### src/rtl/cordic_vector.sv
// cordic_vector: 14-iteration CORDIC vectoring unit producing atan2(y,x) and magnitude.
// Define CORDIC_VECTOR_GAIN_COMP_EN to scale the magnitude by 1/K; otherwise the raw gained x is output.
module cordic_vector (
  input  logic        i_clk,
  input  logic        i_rst_n,
  input  logic        i_start,
  input  logic [15:0] i_x,
  input  logic [15:0] i_y,
  output logic [15:0] o_angle,
  output logic [15:0] o_mag,
  output logic        o_busy,
  output logic        o_done
);
  typedef enum logic [2:0] {IDLE, PRE, ITER, POST, DONE} state_t;
  state_t state;
  logic signed [19:0] x, y, xs, ys, x_nx, y_nx;
  logic signed [15:0] z, z_nx, atan_i;
  logic signed [35:0] xe, mag_full;
  logic [15:0] mag_sat;
  logic [3:0] iter;
  logic zero, neg;
  always_comb begin
    case (iter)
      4'd0:    atan_i = 16'sd6434;
      4'd1:    atan_i = 16'sd3798;
      4'd2:    atan_i = 16'sd2007;
      4'd3:    atan_i = 16'sd1019;
      4'd4:    atan_i = 16'sd511;
      4'd5:    atan_i = 16'sd256;
      4'd6:    atan_i = 16'sd128;
      4'd7:    atan_i = 16'sd64;
      4'd8:    atan_i = 16'sd32;
      4'd9:    atan_i = 16'sd16;
      4'd10:   atan_i = 16'sd8;
      4'd11:   atan_i = 16'sd4;
      4'd12:   atan_i = 16'sd2;
      4'd13:   atan_i = 16'sd1;
      default: atan_i = 16'sd0;
    endcase
  end
  // d = +1 when y is negative: rotate toward the x axis
  assign neg  = y[19];
  assign xs   = x >>> iter;
  assign ys   = y >>> iter;
  assign x_nx = neg ? x - ys : x + ys;
  assign y_nx = neg ? y + xs : y - xs;
  assign z_nx = neg ? z - atan_i : z + atan_i;
  assign xe   = 36'(x);
`ifdef CORDIC_VECTOR_GAIN_COMP_EN
  assign mag_full = (xe * 36'sd9949 + 36'sd8192) >>> 14;
`else
  assign mag_full = xe;
`endif
  assign mag_sat = mag_full[35] ? 16'd0 : (|mag_full[34:16]) ? 16'hFFFF : mag_full[15:0];
  // z stays within about +/-1.1*pi in Q3.13, so 16 bits hold it exactly
  always_ff @(posedge i_clk or negedge i_rst_n)
    if (!i_rst_n) begin
      state   <= IDLE;
      x       <= '0;
      y       <= '0;
      z       <= '0;
      iter    <= '0;
      zero    <= 1'b0;
      o_angle <= '0;
      o_mag   <= '0;
      o_busy  <= 1'b0;
      o_done  <= 1'b0;
    end else
      case (state)
        IDLE: if (i_start) begin
          x      <= {{4{i_x[15]}}, i_x};
          y      <= {{4{i_y[15]}}, i_y};
          zero   <= ~|{i_x, i_y};
          o_busy <= 1'b1;
          state  <= PRE;
        end
        PRE: begin
          if (!x[19]) z <= '0;
          else if (!y[19]) begin
            x <= y;
            y <= -x;
            z <= 16'sh3244;
          end else begin
            x <= -y;
            y <= x;
            z <= 16'shCDBC;
          end
          iter  <= '0;
          state <= ITER;
        end
        ITER: begin
          x     <= x_nx;
          y     <= y_nx;
          z     <= z_nx;
          iter  <= iter + 4'd1;
          state <= (iter == 4'd13) ? POST : ITER;
        end
        POST: begin
          o_angle <= zero ? 16'd0 : z;
          o_mag   <= mag_sat;
          o_busy  <= 1'b0;
          o_done  <= 1'b1;
          state   <= DONE;
        end
        DONE: begin
          o_done <= 1'b0;
          state  <= IDLE;
        end
        default: state <= IDLE;
      endcase
endmodule

### config.mk
export PLATFORM = sky130hd
export DESIGN_NAME = cordic_vector
export DESIGN_NICKNAME = d
export VERILOG_FILES = /design/src/rtl/cordic_vector.sv
export SDC_FILE = /design/constraint.sdc
export NUM_CORES = 1
export LEC_CHECK = 0
export BUFFER_PORTS_ARGS = -buffer_cell sky130_fd_sc_hd__buf_2
export CORE_ASPECT_RATIO = 1.75
export CORE_UTILIZATION = 35
export DETAILED_ROUTE_END_ITERATION = 10
export PLACE_DENSITY = 0.61
export SLEW_MARGIN = 40
export SYNTH_ARGS = -nofsm -noshare
export SYNTH_HDL_FRONTEND = slang
export SYNTH_SLANG_ARGS = --single-unit
### constraint.sdc
create_clock -name i_clk -period 6.9 [get_ports i_clk]
set_clock_uncertainty 0.1 [all_clocks]
set_input_delay 0.345 -clock i_clk [delete_from_list [all_inputs] [get_ports i_clk]]
set_output_delay 0.345 -clock i_clk [all_outputs]
set_load 0.02 [all_outputs]
==> flow_metrics.env <==
export IMPL_status="completed"
export IMPL_clock_latency_ns=0.39
export IMPL_finalCritPeriodShare_pct=82.6
export IMPL_min_period_ns=5.70
export IMPL_synth_top_cell_by_area="dfrtp_1"
export IMPL_hp_class="in -> reg"
export IMPL_synth_async_reset_ratio_pct=100
export IMPL_vias=11173
export IMPL_setup_worst_path_start_class="flip-flop"
export IMPL_synthFlopType="dfrtp_1"
export IMPL_synthAdderAreaFrac_pct=8.04
export IMPL_overflow=0
export IMPL_yosys_area_share_simple_pct=19.1
export IMPL_cap_violations=0
export IMPL_seqCellArea_um2=2460
export IMPL_rsz0062_at_grt="no"
export IMPL_fp_dieW_um=138
export IMPL_grt_max_degree=66
export IMPL_gp_congestion=0.968
export IMPL_syn_area_um2=11300
export IMPL_r2r_slack_ns=1.20
export IMPL_first_pass_iters=8
export IMPL_synthTopCellsByCount="149 x nand2_1, 119 x nor2_1, 98 x dfrtp_1, 98 x o21ai_0, 93 x clkbuf_1"
export IMPL_synth_most_common_cell="nand2_1"
export IMPL_synth_mux_area_share_pct=12.4
export IMPL_grt_total_usage_pct=25.0
export IMPL_cts_buffer_depth=2
export IMPL_io_buffers=68
export IMPL_wl_um=41600
export IMPL_finalMaxSlewViolations=0
export IMPL_rows=86
export IMPL_io_pins=69
export IMPL_numCtsBuffers=9
export IMPL_antenna_found_initial=0
export IMPL_min_path_cells=3
export IMPL_ant_nets=0
export IMPL_worstPathRequired_ns=7.05
export IMPL_reg2reg_to="y[13]"
export IMPL_synth_seq_area_share_pct=21.6
export IMPL_via_per_inst=6.28
export IMPL_hold_viol=0
export IMPL_grt_pass1_wl_um=63500
export IMPL_synth_compound_area_share_pct=24.5
export IMPL_die_h_um=240
export IMPL_syn_nets=1497
export IMPL_yosysTopAreaCellShare_pct=21.6
export IMPL_h_tree_depth=3
export IMPL_worstPathArrival_ns=5.85
export IMPL_drtIter0Drc=920
export IMPL_min_to="x[1]"
export IMPL_syn_area_per_cell_um2=8.15
export IMPL_ys_warn_count=0
export IMPL_ys_types=83
export IMPL_worstHoldStart="i_x[1]"
export IMPL_r2r_cells=17
export IMPL_syn2layout_area_growth_pct=7.83
export IMPL_relSlewSlack_pct=42.1
export IMPL_r2r_start="iter[0]"
export IMPL_dp_hpwl_um=31200
export IMPL_core_um2=31600
export IMPL_route_detailed_drc=0
export IMPL_totalNegativeSetupSlack_ns=0
export IMPL_cts_root_buf="clkbuf_16"
export IMPL_synth_edf_count=0
export IMPL_cts_tree="yes"
export IMPL_cp_end_kind="flip-flop"
export IMPL_fmax_mhz=175
export IMPL_synth_top_family_by_area="compound AO/OA/AOI/OAI gates"
export IMPL_cts_num_sinks=98
export IMPL_crit_type="reg -> reg"
export IMPL_worst_pin_slew_ns=0.867
export IMPL_dieArea_um2=33100
export IMPL_multi_input_area_um2=8280
export IMPL_grt_pass1_vias=11036
export IMPL_layout_drive_gt1_share_pct=14.0
export IMPL_synth_cells=1391
export IMPL_fillCellCount=3341
export IMPL_ys_ff_latch=98
export IMPL_clk_pin_slew_worst_paths_ns=0.08
export IMPL_critPathMaxFanout=30
export IMPL_start_util_pct=35.8
export IMPL_ys_top_cells_by_area="dfrtp_1 22%, mux4_2 7.6%, ha_1 7.5%"
export IMPL_synth_xor_area_share_pct=8.81
export IMPL_wl_per_cell_um=23.4
export IMPL_finalSetupViolCount=0
export IMPL_fin_nets=1484
export IMPL_diodes=0
logic make-up (layout without fill, tap and decap cells):
family | after synthesis | count (layout)
adders and majority gates | 71 | 71
buffers and inverters | 158 | 150
AOI/OAI and AO/OA | 420 | 420
DFF | 98 | 98
and+or+nand+nor | 443 | 443
xor gates and xnor gates | 114 | 114
muxes | 87 | 87
sequential cells by signal, summed over array words and instances (netlist names):
| name | flops |
|---|---|
| iter | 4 |
| o_angle | 16 |
| o_busy | 1 |
| o_done | 1 |
| o_mag | 16 |
| state | 3 |
| x | 20 |
| y | 20 |
| z | 16 |
| zero | 1 |
how the worst max path moves through the flow:
stage / slack [ns] / start / end / depth (start not counted)
4_1_cts: 1.14 / iter[0] / y[13] / 17
3_5_place_dp: 1.16 / iter[0] / y[13] / 17
5_1_grt: 0.88 / iter[0] / y[13] / 17
2_1_floorplan: 1.83 / iter[1] / x[18] / 24
3_3_place_gp: 1.17 / iter[1] / y[13] / 17
6_report: 1.20 / iter[0] / y[13] / 17
metal layers:
layer	global-route usage (%)	share of wire (%)	vias up
li1	-	-	5116
met1	26.0	36	5374
met2	44.0	49	513
met3	3.80	6.0	170
met4	21.8	9.1	0
met5	0	0	-
cells in the final DEF (no fill, tap or decap), types with 20 or more instances in the layout:
master / synthesis / layout
nand2b_1: 32 / 32
nand2_1: 149 / 147
nor2_1: 119 / 117
xor2_1: 40 / 40
a21oi_1: 84 / 84
xnor2_1: 74 / 74
o22ai_1: 20 / 20
inv_1: 37 / 36
a221oi_1: 22 / 22
buf_2: 9 / 67
a31oi_1: 30 / 29
ha_1: 68 / 68
o21ai_0: 98 / 98
buf_4: 1 / 24
dfrtp_1: 98 / 93
o31ai_1: 28 / 28
mux4_2: 38 / 38
mux2i_1: 29 / 29
nor2b_1: 21 / 21
repair_timing:
item                      in CTS  in global routing
hold buffers                   1                  0
hold endpoints to repair      41                  0
buffers inserted               0                  0
resized for setup              0                  0
through the flow:
stage	instance area, um2	cells	setup WS [ns]	util (%)	hold slack, ns
2_1_floorplan	11300	1391	1.83	-	-0.0506
3_3_place_gp	11900	1761	1.17	37.6	0.291
3_5_place_dp	11900	1761	1.16	37.6	0.294
4_1_cts	12200	1778	1.14	38.6	0.137
5_1_grt	12200	1779	0.884	38.6	0.167
6_report	12200	1779	1.20	38.6	0.157
critical path, cell delays in order, from the launching register on:
cell and delay [ns]:
dfrtp_2 0.71, buf_4 0.49, mux4_2 0.56, o22ai_1 0.22, a31oi_1 0.15, a21oi_1 0.51
nor2_1 0.10, xnor2_1 0.25, ha_1 0.33, a21o_1 0.19, nand2_1 0.07, or4b_2 0.61
and3_1 0.22, o32a_1 0.37, a31oi_1 0.20, xnor2_1 0.11, a221oi_1 0.25, o21ai_0 0.11
cell type report:
cell class | instances | area share (%)
repair buffers | 94 | 4.48
well taps | 396 | 4.05
multi-input cells | 1135 | 67.8
flip-flops and latches | 98 | 20.1
clock buffers | 10 | 1.87
clock inverters | 6 | 0.450
inverters | 40 | 1.23
Power is left out: the tool's default activity adds up to more than one toggle a clock period on the data nets, which glitch-free logic cannot reach.
